### src/rtl/cpu_pkg.sv
// Shared CPU constants and the fetch-stage FSM state type.
package cpu_pkg;

    localparam logic [31:0] NOP_INSTR = 32'h8B1F03FF;  // ADD XZR,XZR,XZR
    localparam logic [63:0] PC_STEP   = 64'd4;
    localparam logic [63:0] RESET_PC  = 64'd0;

    typedef enum logic [1:0] {
        BOOT   = 2'd0,
        RUN    = 2'd1,
        HOLD   = 2'd2,
        BUBBLE = 2'd3
    } fetch_state_t;

endpackage

### src/rtl/adder64.sv
// 64-bit combinational adder; the carry out is dropped, so sums wrap modulo 2^64.
module adder64 (
    input  logic [63:0] a,
    input  logic [63:0] b,
    output logic [63:0] sum
);

    assign sum = a + b;

endmodule

### src/rtl/if_id_reg.sv
// IF/ID pipeline register with load enable and flush-to-NOP.
// Priority: srst > hold (load_en = 0) > flush > load.
import cpu_pkg::*;

module if_id_reg (
    input  logic        clk,
    input  logic        srst,
    input  logic        load_en,
    input  logic        flush,
    input  logic [63:0] pc_in,
    input  logic [31:0] instr_in,
    output logic [63:0] pc,
    output logic [31:0] instr
);

    logic [63:0] pc_reg;
    logic [31:0] instr_reg;

    always_ff @(posedge clk) begin
        if (srst) begin
            pc_reg    <= RESET_PC;
            instr_reg <= NOP_INSTR;
        end else if (load_en) begin
            pc_reg    <= pc_in;
            instr_reg <= flush ? NOP_INSTR : instr_in;
        end
    end

    assign pc    = pc_reg;
    assign instr = instr_reg;

endmodule

### src/rtl/fetch_stage.sv
// Instruction fetch stage: PC register, IF/ID register and fetch FSM.
// Define BR_DELAY_SLOT_EN to execute the delay-slot instruction instead of flushing on a taken branch.
import cpu_pkg::*;

module fetch_stage (
    input  logic        clk,
    input  logic        reset,
    input  logic        stall,
    input  logic        BrTaken,
    input  logic [63:0] new_PC2,
    input  logic [31:0] imem_data,
    output logic [63:0] imem_addr,
    output logic [63:0] PC,
    output logic [31:0] instr_id,
    output logic [63:0] BLT,
    output logic        valid_id,
    output logic [31:0] fetch_count
);

    fetch_state_t state_reg;
    fetch_state_t state_next;

    logic [63:0] pc_reg;
    logic [63:0] pc_next;
    logic [63:0] pc_plus4;
    logic [31:0] fetch_count_reg;
    logic [31:0] fetch_count_next;
    logic        valid_hold_reg;
    logic        branch_flush;
    logic        load_valid;

`ifdef BR_DELAY_SLOT_EN
    assign branch_flush = 1'b0;
`else
    assign branch_flush = BrTaken;
`endif

    // A branch seen while stalled is dropped; decode re-asserts it afterwards.
    assign load_valid = !stall && !branch_flush;

    adder64 u_pc_adder (
        .a   (pc_reg),
        .b   (PC_STEP),
        .sum (pc_plus4)
    );

    adder64 u_blt_adder (
        .a   (PC),
        .b   (PC_STEP),
        .sum (BLT)
    );

    if_id_reg u_if_id (
        .clk      (clk),
        .srst     (reset),
        .load_en  (!stall),
        .flush    (branch_flush),
        .pc_in    (pc_reg),
        .instr_in (imem_data),
        .pc       (PC),
        .instr    (instr_id)
    );

    always_comb begin
        pc_next = pc_plus4;
        if (stall) begin
            pc_next = pc_reg;
        end else if (BrTaken) begin
            pc_next = new_PC2;
        end
    end

    always_comb begin
        fetch_count_next = fetch_count_reg;
        if (load_valid) begin
            fetch_count_next = fetch_count_reg + 32'd1;
        end
    end

    always_ff @(posedge clk) begin
        if (reset) begin
            pc_reg          <= RESET_PC;
            fetch_count_reg <= 32'd0;
            valid_hold_reg  <= 1'b0;
        end else begin
            pc_reg          <= pc_next;
            fetch_count_reg <= fetch_count_next;
            if (stall) begin
                valid_hold_reg <= valid_id;
            end
        end
    end

    // FSM: state register
    always_ff @(posedge clk) begin
        if (reset) begin
            state_reg <= BOOT;
        end else begin
            state_reg <= state_next;
        end
    end

    // FSM: next state
    always_comb begin
        state_next = RUN;
        if (stall) begin
            state_next = HOLD;
        end else if (branch_flush) begin
            state_next = BUBBLE;
        end
    end

    // FSM: outputs
    always_comb begin
        valid_id = 1'b0;
        case (state_reg)
            RUN:     valid_id = 1'b1;
            HOLD:    valid_id = valid_hold_reg;
            default: valid_id = 1'b0;
        endcase
    end

    assign imem_addr   = pc_reg;
    assign fetch_count = fetch_count_reg;

endmodule
### config.mk
export PLATFORM = sky130hd
export DESIGN_NAME = fetch_stage
export DESIGN_NICKNAME = d
export VERILOG_FILES = /design/src/rtl/cpu_pkg.sv /design/src/rtl/adder64.sv /design/src/rtl/if_id_reg.sv /design/src/rtl/fetch_stage.sv
export SDC_FILE = /design/constraint.sdc
export NUM_CORES = 1
export LEC_CHECK = 0
export CORE_ASPECT_RATIO = 1.75
export CORE_UTILIZATION = 55
export DETAILED_ROUTE_END_ITERATION = 12
export GPL_TIMING_DRIVEN = 1
export PLACE_DENSITY = 0.86
export SYNTH_ARGS = -nofsm -noshare
export SYNTH_HDL_FRONTEND = slang
export SYNTH_HIERARCHICAL = 1
export SYNTH_SLANG_ARGS = --single-unit
### constraint.sdc
create_clock -name clk -period 5.4 [get_ports clk]
set_clock_uncertainty 0.1 [all_clocks]
set_input_delay 0.81 -clock clk [delete_from_list [all_inputs] [get_ports clk]]
set_output_delay 0.81 -clock clk [all_outputs]
set_load 0.1 [all_outputs]
After elaboration in Yosys (flattened, before gate mapping)
Cells that the tools add are included.

Register bits after elaboration: 195.

Reduce and logical (&&, ||, !) cells: 4. Eq/ne operators: 2. $add $sub $neg: 3. Mux-type cells: 5.

Operators by type and width (count): $add A64 B3 Y64 const B (2); $mux W64 (1); $add A32 B1 Y32 const B (1); $mux W32 (1); $mux W2 (2); $eq A2 B1 Y1 const B (1); $eq A2 B2 Y1 const B (1); $logic_not A1 Y1 (2); $pmux W1 S2 (1); $reduce_or A2 Y1 (1); $logic_and A1 B1 Y1 (1).

Depth between registers and ports, before layout
Gate-level depths: netlist (run 1).

Depth after elaboration: 2. Depth in mapped cells: 14.

Modules after synthesis
The synthesis (run 1) kept the hierarchy.

By module, submodules not included: fetch_stage (area an instance 4545.6 um^2, times used 1, sequential area each 1981.9 um^2, cells an instance 550); adder64 at u_pc_adder (area an instance 4125.2 um^2, times used 1, sequential area each 0.0 um^2, cells an instance 611); adder64 at u_blt_adder (area an instance 3902.5 um^2, times used 1, sequential area each 0.0 um^2, cells an instance 579); if_id_reg (area an instance 3472.1 um^2, times used 1, sequential area each 1921.8 um^2, cells an instance 349).

Worst setup path after synthesis (run 1)
No wires, ideal clock.

Path kind: flip-flop to output port. From: register u_if_id.pc_reg[39], in the netlist u_if_id/pc[39]. To: output port BLT[63]. Stages on the path, launching flop included: 11. Setup slack: 194 ps. Arrival: 4296 ps. Buffers on the path: 1. Data required time: 4490 ps. Cells stage by stage: dfxtp_1 -> ha_1 -> buf_2 -> nand4_1 -> or3_1 -> nor4_1 -> o31ai_2 -> a31oi_1 -> o21a_1 -> a41oi_1 -> xnor2_1.

Cells in the longest elaborated chain, start to end: 1.

Ends and longest elaborated chain: start, declared (line if_id_reg.sv:16) `logic [63:0] pc_reg;`; start signal, assigned (line if_id_reg.sv:24) `pc_reg <= pc_in;`; $add A64 B3 Y64 (line adder64.sv:8) `assign sum = a + b;`; end, declared (line fetch_stage.sv:15) `output logic [63:0] BLT,`.

Every way passes these cells.

Worst setup path in the final report (run 1)
From: register u_if_id.pc_reg[5], in the netlist u_if_id/pc[5]. To: output port BLT[16].

The elaborated chain is that of the path after synthesis.

==> flow_summary.ini, run 1 <==
[outcome]
status = finished clean

[floorplan]
dieHeight_um = 228
die_area_mm2 = 0.0299
rows = 82
core_area_mm2 = 0.0286
die_w_um = 131
start_util = 0.561
ios = 357

[final_layout]
fill_cells = 2370
final_util = 0.712
antenna_cells = 0
areaGrowthSynthToFinish_pct = 27.1
nets = 2696
drive_gt1_frac = 0.0508

[min_path]
worstHoldStart = u_if_id/instr[15]
holdPathStages = 2
hold_class = reg -> reg
min_to = u_if_id/instr[15]

[routing]
drt-total-wl_mm = 57.0
vias_per_cell = 6.00
drtIter0Drc = 1231
ant_nets = 0
dr.pass1.iters = 6
vias = 17143
route.detailed.drc = 0
routedWlPerCell_um = 20.0

[clocking]
cts_buffers = 17
cts_root_buffer = clkbuf_16
ctsHoldBuffers = 0
tritoncts = built
cts_resized = 0
cts_sinks = 195
clock_path_buffers = 2
insertion_delay_ps = 450
h-tree-depth = 4
cts_setup_buffers = 0
path_clk_slew_ps = 80

[yosys]
synth_simple_gate_area_frac = 0.213
ys_types = 96
netlist_instances = 2089
synth_warnings = 6
ys_seq_elements = 195
netlist_area_mm2 = 0.0160
ys.flop_type = dfxtp_1
synth_top_family_by_area = compound AO/OA/AOI/OAI gates
yosys.area_share.adder = 0.103
post_synth_xor_area_fraction = 0.0715
ys_seq_area_frac = 0.243
synth_edf_count = 0
async_reset_ff_frac = 0
synth_compound_area_frac = 0.229
synth.avg_cell_area_um2 = 7.68
muxShareOfSynthArea = 0.0833

[sta]
maxSlewHeadroom = 0.180
max_freq_mhz = 222
final.min_clock_period_ps = 4510
period_share = 0.834
worst_slew_pin_slew_ps = 1230
hold_viol = 0
setup_viol = 0
fin_tns_setup_ps = 0
slew_violations = 0
rsz0062_at_grt = no

[setup_path]
worstPathMaxFanout = 6
rr_startpoint = imem_addr[14]
critPathLaunchType = register
ff2ff_setup_slack_ps = 1460
cp.arrival_ps = 3600
crit_type = reg -> out
crit_required_ps = 4490
crit_path_end_kind = output port
worstReg2RegEnd = imem_addr[52]
worstRegToRegCells = 12

[power_and_ir_drop]
power_density_mw_per_mm2 = 274
pwr-share-comb = 0.474
internal_power_mw = 2.91
p_seq_frac = 0.292
leakagePower_nw = 8.87
netSwitchingPower_mw = 2.67
power_frac_clock = 0.234
peakVddDrop_uv = 266
switching_share = 0.478

[global_routing]
grt_max_degree = 89
grt.overflow.total = 0
grt_pass1_vias = 16492
antenna_found_initial = 0
grt_usage = 0.370
grt_pass1_wl_mm = 86.9

[placed_design]
hpwl_mm = 45.4
gp_congestion = 1.05
port_buffers = 356

[flow_run]
max_cap_violations = 0
==> worst max-delay path, stage by stage, from the launching register on <==
cell	delay, ps
dfxtp_1	370
ha_1	310
nand4_1	240
a31o_1	330
nor3_1	410
nor2_1	120
xnor2_1	190
clkdlybuf4s50_1	1170
==> metrics by stage <==
stage	setup WS [ps]	cells	hold slack [ps]	total power [mW]	cell area (um^2)
after detailed placement	1430	2824	361	4.22	19800
after floorplan	194	2217	361	3.64	16500
after global placement	1450	2824	355	4.19	19800
final	895	2856	377	5.58	20400
after global routing	729	2856	388	5.79	20400
after CTS	917	2856	374	5.52	20400
==> area by class of cell <==
| type | count | area (um^2) | area share |
|---|---|---|---|
| tap | 378 | 473 | 0.0232 |
| clock inverter | 14 | 169 | 0.00828 |
| multi-input combinational | 1834 | 11700 | 0.574 |
| clock buffer | 18 | 429 | 0.0210 |
| sequential | 195 | 3900 | 0.191 |
| inverter | 54 | 205 | 0.0101 |
| timing repair buffer | 363 | 3500 | 0.172 |
==> cell families after synthesis <==
kind of cell	count (synthesis)
adders and majority gates	131
other	2
muxes	133
xor gates and xnor gates	131
AOI/OAI and AO/OA	593
and+or+nand+nor	716
buffers and inverters	188
DFF	195
==> layout by cell type (no fill, tap or decap), drive strengths merged, types with 6 or more instances in the layout <==
cell           Yosys  final
nor2b             13     13
or4               12     12
clkbuf            76     18
o21a              17     17
o211ai            12     12
o21ai             99     99
nor2             308    308
o31ai             24     24
inv               53     60
conb               2    130
nand2b            21     21
or3               14     14
a21oi            276    276
and3              12     12
o21bai            31     31
a221oi             7      7
ha               129    129
nor4               8      8
o221ai             7      7
and4               8      8
and2               8      8
a41oi              6      6
nand3b            13     13
a211oi            12     12
nand4             69     69
buf               53     55
mux2i            129    129
nand2            133    133
nand3             36     36
dfxtp            195    195
xor2              61     61
a21o              49     49
clkdlybuf4s50      0    308
nor3              43     43
a31oi             16     16
xnor2             70     70
==> per-layer routing <==
layer	share of wire	GRT usage	wire length, um	up-vias
met5	0	0	0	-
met4	0.092	0.338	5260	0
met3	0.062	0.0656	3520	269
met2	0.52	0.688	29600	812
met1	0.33	0.338	18600	7883
li1	-	-	-	8179
==> how the worst max path moves through the flow <==
stage,from,end,slack [ps],depth (start not counted)
2_1_floorplan,u_if_id/pc[39],BLT[63],190,10
3_3_place_gp,u_if_id/pc[5],BLT[16],1450,7
3_5_place_dp,u_if_id/pc[4],BLT[11],1430,7
4_1_cts,u_if_id/pc[4],BLT[11],920,7
5_1_grt,u_if_id/pc[14],BLT[49],730,11
6_report,u_if_id/pc[5],BLT[16],890,7
==> power by group through the flow <==
stage	logic, mW	registers (mW)	clock network [mW]
after global routing	2.78	1.63	1.38
after floorplan	1.51	2.14	0
after detailed placement	2.56	1.66	0
after global placement	2.54	1.66	0
after CTS	2.57	1.63	1.33
final	2.65	1.63	1.30
==> Yosys cell counts, types with 4 or more instances <==
| library cell | n | area share |
|---|---|---|
| o41ai_1 | 4 | 0.0022 |
| mux2i_1 | 129 | 0.080 |
| clkbuf_1 | 71 | 0.017 |
| buf_4 | 12 | 0.0056 |
| nor4_1 | 7 | 0.0027 |
| dfxtp_1 | 195 | 0.24 |
| o221ai_1 | 7 | 0.0038 |
| and3_1 | 12 | 0.0047 |
| o21a_1 | 17 | 0.0080 |
| or3_1 | 13 | 0.0051 |
| nor2b_1 | 13 | 0.0051 |
| nand4_1 | 66 | 0.026 |
| a21oi_2 | 4 | 0.0022 |
| a31oi_1 | 15 | 0.0058 |
| nand2b_1 | 21 | 0.0082 |
| o211ai_1 | 12 | 0.0056 |
| a21oi_1 | 272 | 0.085 |
| xor2_1 | 61 | 0.033 |
| xnor2_1 | 70 | 0.038 |
| nand2_1 | 132 | 0.031 |
| nand3_1 | 36 | 0.011 |
| a21o_1 | 49 | 0.023 |
| a211oi_1 | 11 | 0.0051 |
| nor2_1 | 308 | 0.072 |
| nand3b_1 | 13 | 0.0061 |
| buf_2 | 33 | 0.010 |
| or2_2 | 5 | 0.0019 |
| and2_1 | 8 | 0.0031 |
| nor3_1 | 42 | 0.013 |
| o21ai_1 | 12 | 0.0037 |
| ha_1 | 129 | 0.10 |
| o21bai_1 | 31 | 0.015 |
| o21ai_0 | 85 | 0.027 |
| inv_1 | 53 | 0.012 |
| and4_1 | 7 | 0.0038 |
| o31ai_1 | 21 | 0.0098 |
| or4_1 | 11 | 0.0051 |
| a41oi_1 | 5 | 0.0027 |
| a221oi_1 | 6 | 0.0033 |
| buf_6 | 5 | 0.0035 |
Power figures use the tool's default switching activity.
==> run 2, diff against run 1 <==
CORE_UTILIZATION = 52   (was 55)
PLACE_DENSITY = 0.82   (was 0.86)
clock period = 4.6 ns   (was 5.4 ns; I/O delays follow)
==> run 2 against run 1 <==
Wire length is 3.7% lower. Register-to-register slack got worse by 700 ps. Clock power grew 17%. Global-route usage decreased by 2.5 points. Cell area rose by 1.8%. Final cell count is 0.49% higher. Largest cell class unchanged. Largest power group unchanged.
==> flow_summary.ini, run 2 (same netlist as run 1, synthesis figures left out) <==
[outcome]
status = finished clean

[sta]
hold_ws_ps = 373
hold_viol = 0
period_share = 0.935
max_freq_mhz = 232
fin_tns_setup_ps = 0
final.min_clock_period_ps = 4300
rsz0062_at_grt = no
slew_violations = 0
worst_slew_pin_slew_ps = 1380
setup_viol = 0
setup_ws_ps = 297
maxSlewHeadroom = 0.0751

[floorplan]
die_w_um = 135
core_area_mm2 = 0.0302
rows = 84
dieHeight_um = 234
die_area_mm2 = 0.0316
start_util = 0.532
ios = 357

[final_layout]
multi_input_area_mm2 = 0.0120
final_common_cell = nor2_1
nets = 2701
register_area_mm2 = 0.00390
layout.cells.most_common_list = nor2_1, clkdlybuf4s50_1, a21oi_1
antenna_cells = 0
drive_gt1_frac = 0.0733
areaGrowthSynthToFinish_pct = 29.4
fill_cells = 2572

[setup_path]
cp.arrival_ps = 3510
worstReg2RegEnd = imem_addr[61]
crit_path_top_delay_cell = a21oi_1
crit_chain = ha_1 > a31o_1 > o2111ai_1 > a31oi_1 > nor2b_1 > o21ai_1 > a21oi_1 > o21bai_1 > xor2_2 > buf_12
worstRegToRegCells = 14
cp_num_buf_inv = 1
critPathLaunchType = register
rr_startpoint = imem_addr[4]
ff2ff_setup_slack_ps = 760
critPathTopFamily = compound AO/OA/AOI/OAI gates
crit_path_end_kind = output port
crit_required_ps = 3810
crit_type = reg -> out
slowest_delay_ps = 480
worstPathMaxFanout = 5
critical_path_cell_count = 10

[global_routing]
grt_max_degree = 112
grt.overflow.total = 0
grt_usage = 0.345
antenna_found_initial = 0
grt_pass1_wl_mm = 84.8
grt_pass1_vias = 16087

[power_and_ir_drop]
p_seq_frac = 0.289
internal_power_mw = 3.45
power_density_mw_per_mm2 = 317
peakVddDrop_uv = 285
leakagePower_nw = 9.10
power_frac_clock = 0.231
pwr-share-comb = 0.481
netSwitchingPower_mw = 3.13
switching_share = 0.476
power.total_mw = 6.57

[min_path]
holdPathStages = 2
min_to = u_if_id/instr[10]
hold_class = reg -> reg
worstHoldStart = u_if_id/instr[10]

[clocking]
insertion_delay_ps = 460
cts_setup_buffers = 0
cts_sinks = 195
path_clk_slew_ps = 80
cts_resized = 0
tritoncts = built
cts_root_buffer = clkbuf_16
h-tree-depth = 4
clock_path_buffers = 2
cts_buffers = 17
ctsHoldBuffers = 0

[routing]
drt-total-wl_mm = 54.9
vias_per_cell = 5.89
drtIter0Drc = 1229
vias = 16916
routedWlPerCell_um = 19.1
route.detailed.drc = 0
dr.pass1.iters = 6
ant_nets = 0

[flow_run]
max_cap_violations = 0

[placed_design]
gp_congestion = 0.980
hpwl_mm = 43.7
pre_cts_slack_ps = 852
port_buffers = 356
[run 2: per-stage QoR]
step            util  instances  cell area (um^2)
2_1_floorplan      -       2217             16800
3_3_place_gp   0.669       2838             20200
3_5_place_dp   0.669       2838             20200
4_1_cts        0.688       2870             20800
5_1_grt        0.688       2870             20800
6_report       0.688       2870             20800
[run 2: worst max-delay path by stage]
stage | start | end
3_5_place_dp | u_if_id/pc[4] | BLT[57]
5_1_grt | u_if_id/pc[14] | BLT[57]
4_1_cts | u_if_id/pc[14] | BLT[25]
6_report | u_if_id/pc[4] | BLT[57]
2_1_floorplan | u_if_id/pc[41] | BLT[47]
3_3_place_gp | u_if_id/pc[14] | BLT[25]
[run 2: power groups by stage]
stage | sequential (mW) | combinational, mW | clock [mW]
3_5_place_dp | 1.93 | 3.07 | 0
4_1_cts | 1.90 | 3.08 | 1.55
5_1_grt | 1.91 | 3.33 | 1.61
3_3_place_gp | 1.93 | 3.05 | 0
6_report | 1.90 | 3.16 | 1.52
2_1_floorplan | 2.51 | 1.81 | 0
[run 2: per-layer routing]
layer	global-route usage	vias to the layer above	wire length, um
li1	-	8172	-
met3	0.0586	156	3350
met4	0.185	0	3030
met5	0	-	0
met1	0.371	7939	20400
met2	0.635	649	28100
[run 2: area by class of cell]
cell class                      count  share of cell area
Sequential cell                   195               0.188
Clock inverter                     15             0.00699
Inverter                           54             0.00989
Tap cell                          387              0.0233
Clock buffer                       17              0.0205
Timing Repair Buffer              368               0.173
Multi-Input combinational cell   1834               0.578
[run 2: worst reg2reg max path, delay by kind of cell, from the launching register on]
kind / cells / cell delay [ps]
xor gates and xnor gates: 1 / 170
DFF: 1 / 360
and+or+nand+nor: 5 / 780
adders and majority gates: 1 / 400
muxes: 1 / 150
buffers and inverters: 1 / 210
AOI/OAI and AO/OA: 5 / 1550
